[config.mk]
export PLATFORM = sky130hd
export DESIGN_NAME = if_id_stage
export DESIGN_NICKNAME = d
export VERILOG_FILES = /design/src/rtl/if_id_stage.sv
export SDC_FILE = /design/constraint.sdc
export NUM_CORES = 1
export LEC_CHECK = 0
export ABC_AREA = 1
export ABC_CLOCK_PERIOD_IN_PS = 3700
export CAP_MARGIN = 40
export CELL_PAD_IN_SITES_DETAIL_PLACEMENT = 0
export CELL_PAD_IN_SITES_GLOBAL_PLACEMENT = 1
export CORE_ASPECT_RATIO = 0.8
export CORE_MARGIN = 10
export CORE_UTILIZATION = 39
export DETAILED_ROUTE_END_ITERATION = 8
export PLACE_DENSITY = 0.95
export SYNTH_ARGS = -nofsm -noshare
export SYNTH_HDL_FRONTEND = slang
export SYNTH_SLANG_ARGS = --single-unit
[constraint.sdc]
create_clock -name clk -period 3.7 [get_ports clk]
set_clock_uncertainty 0.05 [all_clocks]
set_input_delay 0.37 -clock clk [delete_from_list [all_inputs] [get_ports clk]]
set_output_delay 0.37 -clock clk [all_outputs]
set_load 0.01 [all_outputs]
[src/rtl/if_id_stage.sv]
`timescale 1ns/1ps
`default_nettype none
// ============================================================================
//  Module   : if_id_stage
//  Purpose  : IF/ID pipeline boundary. A 2-entry skid buffer holds {instr, pc}
//             with valid/ready on both sides, a redirect flush and a
//             saturating decode-stall counter.
//  Revision : 1.0 - initial release
// ============================================================================
module if_id_stage #(
    parameter int                DATA_W      = 32,
    parameter logic [DATA_W-1:0] NOP_INSTR   = 32'h0000_0000,
    parameter int                STALL_CNT_W = 16
) (
    input  logic                   clk,
    input  logic                   rst,
    input  logic [DATA_W-1:0]      instr_in,
    input  logic [DATA_W-1:0]      pc_in,
    input  logic                   in_valid,
    output logic                   in_ready,
    input  logic                   flush,
    output logic [DATA_W-1:0]      instr_out,
    output logic [DATA_W-1:0]      pc_out,
    output logic                   out_valid,
    input  logic                   out_ready,
    output logic [STALL_CNT_W-1:0] stall_cycles
);

    // Occupancy encoding: slot0 is always the head, slot1 only used when full.
    localparam logic [1:0] c_cnt_empty = 2'd0;
    localparam logic [1:0] c_cnt_one   = 2'd1;
    localparam logic [1:0] c_cnt_full  = 2'd2;

    localparam logic [DATA_W-1:0]      c_pc_zero = '0;
    localparam logic [STALL_CNT_W-1:0] c_stall_one = {{(STALL_CNT_W-1){1'b0}}, 1'b1};

    logic [1:0]             r_count;
    logic [DATA_W-1:0]      r_slot0_instr;
    logic [DATA_W-1:0]      r_slot0_pc;
    logic [DATA_W-1:0]      r_slot1_instr;
    logic [DATA_W-1:0]      r_slot1_pc;
    logic [STALL_CNT_W-1:0] r_stall_cycles;

    logic [1:0]             w_count_nxt;
    logic [DATA_W-1:0]      w_slot0_instr_nxt;
    logic [DATA_W-1:0]      w_slot0_pc_nxt;
    logic [DATA_W-1:0]      w_slot1_instr_nxt;
    logic [DATA_W-1:0]      w_slot1_pc_nxt;

    logic                   w_in_ready;
    logic                   w_out_valid;
    logic                   w_push;
    logic                   w_pop;
    logic                   w_stall;
    logic                   w_stall_sat;

    // Handshake qualifiers come from registered occupancy only, so in_ready
    // never has a combinational path from out_ready.
    assign w_in_ready  = (r_count != c_cnt_full);
    assign w_out_valid = (r_count != c_cnt_empty);
    assign w_push      = in_valid & w_in_ready & ~flush;
    assign w_pop       = w_out_valid & out_ready;
    assign w_stall     = w_out_valid & ~out_ready & ~flush;
    assign w_stall_sat = &r_stall_cycles;

    always_comb begin
        w_count_nxt       = r_count;
        w_slot0_instr_nxt = r_slot0_instr;
        w_slot0_pc_nxt    = r_slot0_pc;
        w_slot1_instr_nxt = r_slot1_instr;
        w_slot1_pc_nxt    = r_slot1_pc;

        if (flush) begin
            w_count_nxt       = c_cnt_empty;
            w_slot0_instr_nxt = NOP_INSTR;
            w_slot0_pc_nxt    = c_pc_zero;
            w_slot1_instr_nxt = NOP_INSTR;
            w_slot1_pc_nxt    = c_pc_zero;
        end else begin
            case (r_count)
                c_cnt_empty: begin
                    if (w_push) begin
                        w_slot0_instr_nxt = instr_in;
                        w_slot0_pc_nxt    = pc_in;
                        w_count_nxt       = c_cnt_one;
                    end
                end
                c_cnt_one: begin
                    if (w_push && w_pop) begin
                        w_slot0_instr_nxt = instr_in;
                        w_slot0_pc_nxt    = pc_in;
                    end else if (w_push) begin
                        w_slot1_instr_nxt = instr_in;
                        w_slot1_pc_nxt    = pc_in;
                        w_count_nxt       = c_cnt_full;
                    end else if (w_pop) begin
                        w_slot0_instr_nxt = NOP_INSTR;
                        w_slot0_pc_nxt    = c_pc_zero;
                        w_count_nxt       = c_cnt_empty;
                    end
                end
                c_cnt_full: begin
                    if (w_pop) begin
                        w_slot0_instr_nxt = r_slot1_instr;
                        w_slot0_pc_nxt    = r_slot1_pc;
                        w_slot1_instr_nxt = NOP_INSTR;
                        w_slot1_pc_nxt    = c_pc_zero;
                        w_count_nxt       = c_cnt_one;
                    end
                end
                default: begin
                    // Unreachable encoding: recover to a clean empty buffer.
                    w_count_nxt       = c_cnt_empty;
                    w_slot0_instr_nxt = NOP_INSTR;
                    w_slot0_pc_nxt    = c_pc_zero;
                    w_slot1_instr_nxt = NOP_INSTR;
                    w_slot1_pc_nxt    = c_pc_zero;
                end
            endcase
        end
    end

    always_ff @(posedge clk) begin
        if (rst) begin
            r_count       <= c_cnt_empty;
            r_slot0_instr <= NOP_INSTR;
            r_slot0_pc    <= c_pc_zero;
            r_slot1_instr <= NOP_INSTR;
            r_slot1_pc    <= c_pc_zero;
        end else begin
            r_count       <= w_count_nxt;
            r_slot0_instr <= w_slot0_instr_nxt;
            r_slot0_pc    <= w_slot0_pc_nxt;
            r_slot1_instr <= w_slot1_instr_nxt;
            r_slot1_pc    <= w_slot1_pc_nxt;
        end
    end

    // Stall counter survives flush; only reset clears it.
    always_ff @(posedge clk) begin
        if (rst) begin
            r_stall_cycles <= '0;
        end else if (w_stall && !w_stall_sat) begin
            r_stall_cycles <= r_stall_cycles + c_stall_one;
        end
    end

    assign in_ready     = w_in_ready;
    assign out_valid    = w_out_valid;
    assign instr_out    = w_out_valid ? r_slot0_instr : NOP_INSTR;
    assign pc_out       = w_out_valid ? r_slot0_pc    : c_pc_zero;
    assign stall_cycles = r_stall_cycles;

endmodule
`default_nettype wire

; ---- After elaboration in Yosys (flattened, before gate mapping)
; Index checks and enable logic that the tools add are counted.
[word_totals]
word_cells = 57
mem_count = 0
ram_bits = 0
out_inout_bits = 82
inputBits = 69
regBits = 146
rom_bits = 0
latch_bits = 0
[classes]
n_reduce_logical = 10
n_eq_ne = 10
n_addsub = 1
mux = 22
n_bitwise = 8
order_cmp = 0
div = 0
multipliers = 0
shift = 0
[ops]
columns = operator, n
row1 = $mux W32, 12
row2 = $pmux W32 S3, 4
row3 = $add A16 B1 Y16 const B, 1
row4 = $reduce_and A16 Y1, 1
row5 = $reduce_and A4 Y1, 3
row6 = $mux W2, 5
row7 = $ne A2 B2 Y1 const B, 5
row8 = $ne A3 B3 Y1 const B, 3
row9 = $pmux W2 S3, 1
row10 = $and A1 B1 Y1, 5
row11 = $not A1 Y1, 3
row12 = $eq A2 B1 Y1 const B, 1
row13 = $eq A2 B2 Y1 const B, 1
row14 = $logic_and A1 B1 Y1, 2
row15 = $logic_not A2 Y1, 1
row16 = $reduce_bool A2 Y1, 1
row17 = $reduce_or A2 Y1, 1
row18 = $logic_not A1 Y1, 1

; ---- Depth between registers and ports, before layout
[depth]
word_depth = 6
depth_mapped = 11
ltp_nobuf = 10

; ---- Worst setup path before layout
; Ideal clock, no wire load.
[synth_path]
path_type = flip-flop to output port
start = reg r_count[1]
end = out pc_out[21]
slack_ns = 1.867
t_arrival_ns = 1.413
n_path_buf = 3
stages_incl_launch_ff = 8
cell_sequence = dfxtp_1 inv_2 nand2_2 inv_2 buf_2 clkbuf_1 clkbuf_1 nor2_1
[synth_via]
elab_chain_len = 2
[synth_lines]
columns = item, line_no
row1 = "start, declared", 37  ; logic [1:0] r_count;
row2 = "start signal, assigned", 125  ; r_count <= c_cnt_empty;
row3 = "start signal, assigned", 131  ; r_count <= w_count_nxt;
row4 = $reduce_bool A2 Y1, 60  ; assign w_out_valid = (r_count != c_cnt_empty);
row5 = via out_valid, 24  ; output logic out_valid,
row6 = $mux W32, 151  ; assign pc_out = w_out_valid ? r_slot0_pc : c_pc_zero;
row7 = "end, declared", 23  ; output logic [DATA_W-1:0] pc_out,
; The timed path passes the listed nets, and every way through them passes these cells.

; ---- Final worst setup path
[layout_path]
start = reg r_count[1]
end = out instr_out[13]
[layout_via]
elab_chain_len = 2
[layout_lines]
columns = item, line_no
row1 = $reduce_bool A2 Y1, 60
row2 = $mux W32, 150  ; assign instr_out = w_out_valid ? r_slot0_instr : NOP_INSTR;
row3 = "end, declared", 22  ; output logic [DATA_W-1:0] instr_out,
; Every way passes these cells.

==> flow_metrics.env <==
export IMPL_ys_seq_area_frac=0.364
export IMPL_numCtsBuffers=17
export IMPL_synth_mux_area_frac=0
export IMPL_relSlewSlack=0.433
export IMPL_place_congestion=0.838
export IMPL_viasPerCell=4.96
export IMPL_synth_async_reset_ratio=0
export IMPL_hp_start="r_slot1_pc[25]"
export IMPL_synth_compound_area_frac=0.125
export IMPL_syn_to_final_growth_pct=26.6
export IMPL_ys_flop_type="dfxtp_1"
export IMPL_endpoint_kind="output port"
export IMPL_cp_required_ns=3.28
export IMPL_rrSetupSlack_ns=1.18
export IMPL_clk_pin_slew_ns=0.06
export IMPL_path_max_fanout=78
export IMPL_syn_avg_cell_area_um2=5.99
export IMPL_min_path_type="reg -> reg"
export IMPL_maxSlewViolCount=0
export IMPL_drc=0
export IMPL_power_frac_comb=0.106
export IMPL_cp_start_kind="flip-flop"
export IMPL_cap_violations=0
export IMPL_clock_latency_ns=0.42
export IMPL_status="completed"
export IMPL_leakagePower_nw=3.85
export IMPL_avgRoutedWirePerCell_um=15.1
export IMPL_arrival_ns=2.56
export IMPL_finalNonFillerCells=1717
export IMPL_hpwlAfterDp_um=16800
export IMPL_synth_simple_area_share=0.364
export IMPL_synth_cell_type_count=25
export IMPL_clock_path_buffers=2
export IMPL_layout_commonest_cell="nand2_1"
export IMPL_n_fill_cell=2081
export IMPL_port_buffer_count=150
export IMPL_grt_use_total=0.190
export IMPL_crit_chain="inv_2 -> nand2_2 -> inv_4 -> buf_4 -> nor2_1 -> clkdlybuf4s50_1"
export IMPL_tns_ns=0
export IMPL_die_area_um2=26700
export IMPL_hold_depth=2
export IMPL_grt_pass1_vias=7890
export IMPL_slowest_stage="inv_4"
export IMPL_cts_max_level=4
export IMPL_worst_pin_slew_ns=0.848
export IMPL_start_util=0.400
export IMPL_synth_top_family_by_area="simple AND/OR/NAND/NOR gates"
export IMPL_core_um2=20000
export IMPL_powerDensity_nw_per_um2=343
export IMPL_ios=151
export IMPL_nNetsFinal=1511
export IMPL_grt_first_pass_wirelength_um=42400
export IMPL_synth_edff_count=0
export IMPL_ff2ff_path_depth=9
export IMPL_grt_overflow_total=0
export IMPL_antenna_found_initial=2
export IMPL_cts_setup_buffers=0
export IMPL_crit_type="reg -> out"
export IMPL_hold_buffers=0
export IMPL_whs_ns=0.412
export IMPL_cts_sinks=146
export IMPL_finalHoldViolations=0
export IMPL_grt_max_degree=79
export IMPL_fp_dieW_um=180
export IMPL_vias=8513
export IMPL_switching_share=0.254
export IMPL_yosys_warnings=0
export IMPL_critPathMaxStageDelay_ns=0.62
export IMPL_rsz0062_at_grt="false"
export IMPL_setup_viol=0
export IMPL_syn_inst=1340
export IMPL_cts_root_buf="clkbuf_16"
export IMPL_layout_common_cells="nand2_1, inv_1, nor2_1"
export IMPL_first_iter_violations=620
export IMPL_rr_startpoint="r_count[1]"
export IMPL_power_share_clock=0.432
export IMPL_r2r_end="r_slot0_pc[9]"
export IMPL_synthAdderAreaFrac=0.00156
export IMPL_peakVddDrop_uv=222
export IMPL_post_place_cells=1686
export IMPL_synth_seq_cells=146
export IMPL_synthXorXnorAreaFrac=0.00655
export IMPL_synth_nets=1410
export IMPL_max_freq_mhz=336
export IMPL_p_int_w=0.00260
export IMPL_cts_tree="done"
export IMPL_cts_resized=0
export IMPL_worstHoldEndpoint="r_slot1_pc[25]"
export IMPL_drive_above_1_share=0.0434
export IMPL_netlist_area_um2=8020
export IMPL_p_sw_w=0.000885
export IMPL_finalCriticalPeriod_ns=2.98
export IMPL_dieHeight_um=148
export IMPL_row_count=46
export IMPL_drtAntennaViolNets=0
export IMPL_first_pass_iters=6
export IMPL_seqPwrFrac=0.461
export IMPL_postRouteWirelength_um=26000
export IMPL_fin_crit_sh=0.805
Yosys cell counts, types with 5 or more instances:
library cell	n	share of area
nor2_1	157	0.073
o21ai_0	53	0.033
nand3_1	42	0.026
a21oi_1	120	0.075
o21ai_1	25	0.016
clkbuf_1	44	0.021
nor3_1	29	0.018
nand2_1	426	0.20
dfxtp_1	146	0.36
buf_1	5	0.0023
inv_1	183	0.086
buf_2	33	0.021
nand4_1	46	0.036
worst max-delay path: cells and delay by family, from the launching register on:
family,cells,cell delay [ns]
buffers and inverters,4,1.58
DFF,1,0.36
and+or+nand+nor,2,0.18
per-stage QoR:
stage | util | total power, W | area, um^2 | worst slack [ns]
2_1_floorplan | - | 0.00185 | 8020 | 1.87
3_3_place_gp | 0.482 | 0.00201 | 9650 | 0.855
3_5_place_dp | 0.482 | 0.00201 | 9660 | 0.786
4_1_cts | 0.507 | 0.00352 | 10200 | 0.668
5_1_grt | 0.507 | 0.00364 | 10200 | 0.541
6_report | 0.507 | 0.00348 | 10200 | 0.721
cells by family (layout without fill, tap and decap cells):
family	after synthesis	in the layout
buffers and inverters	275	387
flip-flops	146	146
AO/OA/AOI/OAI	200	200
adder cells (fa/ha/maj)	1	1
AND/OR/NAND/NOR	712	712
XOR/XNOR	6	6
other	0	1
how the worst max path moves through the flow:
| stage | startpoint | to | slack, ns | cells past startpoint |
|---|---|---|---|---|
| 2_1_floorplan | r_count[1] | pc_out[21] | 1.87 | 7 |
| 3_3_place_gp | flush | r_slot0_pc[8] | 0.85 | 9 |
| 3_5_place_dp | flush | r_slot0_pc[10] | 0.79 | 9 |
| 4_1_cts | r_count[1] | instr_out[13] | 0.67 | 6 |
| 5_1_grt | r_count[1] | instr_out[10] | 0.54 | 6 |
| 6_report | r_count[1] | instr_out[13] | 0.72 | 6 |
registers in the layout, indices dropped and copies added, names as in the netlist:
signal,count
r_slot0_instr,32
r_slot1_pc,32
stall_cycles,16
r_slot0_pc,32
r_slot1_instr,32
r_count,2
layout make-up:
cell class | count | area [um^2] | area share
Sequential cell | 146 | 2920 | 0.288
Antenna cell | 1 | 2.50 | 0.000246
Timing Repair Buffer | 170 | 1680 | 0.165
Tap cell | 264 | 330 | 0.0325
Inverter | 187 | 704 | 0.0694
Clock inverter | 7 | 37.5 | 0.00370
Multi-Input combinational cell | 919 | 4020 | 0.396
Clock buffer | 23 | 458 | 0.0451
power by group through the flow:
| stage | logic (W) | clock network [W] | registers, W |
|---|---|---|---|
| after floorplan | 0.000209 | 0 | 0.00164 |
| after global placement | 0.000366 | 0 | 0.00164 |
| after detailed placement | 0.000369 | 0 | 0.00164 |
| after CTS | 0.000371 | 0.00154 | 0.00161 |
| after global routing | 0.000414 | 0.00161 | 0.00161 |
| final | 0.000370 | 0.00151 | 0.00161 |
routing by layer:
| layer | global-route usage | vias to the layer above | share of wire |
|---|---|---|---|
| met4 | 0.0438 | 2 | 0.0089 |
| met3 | 0.0492 | 23 | 0.062 |
| met1 | 0.251 | 3895 | 0.47 |
| met5 | 0 | - | 0.00069 |
| met2 | 0.303 | 228 | 0.46 |
| li1 | - | 4365 | - |
No activity file was read; power rests on OpenSTA's default activity.
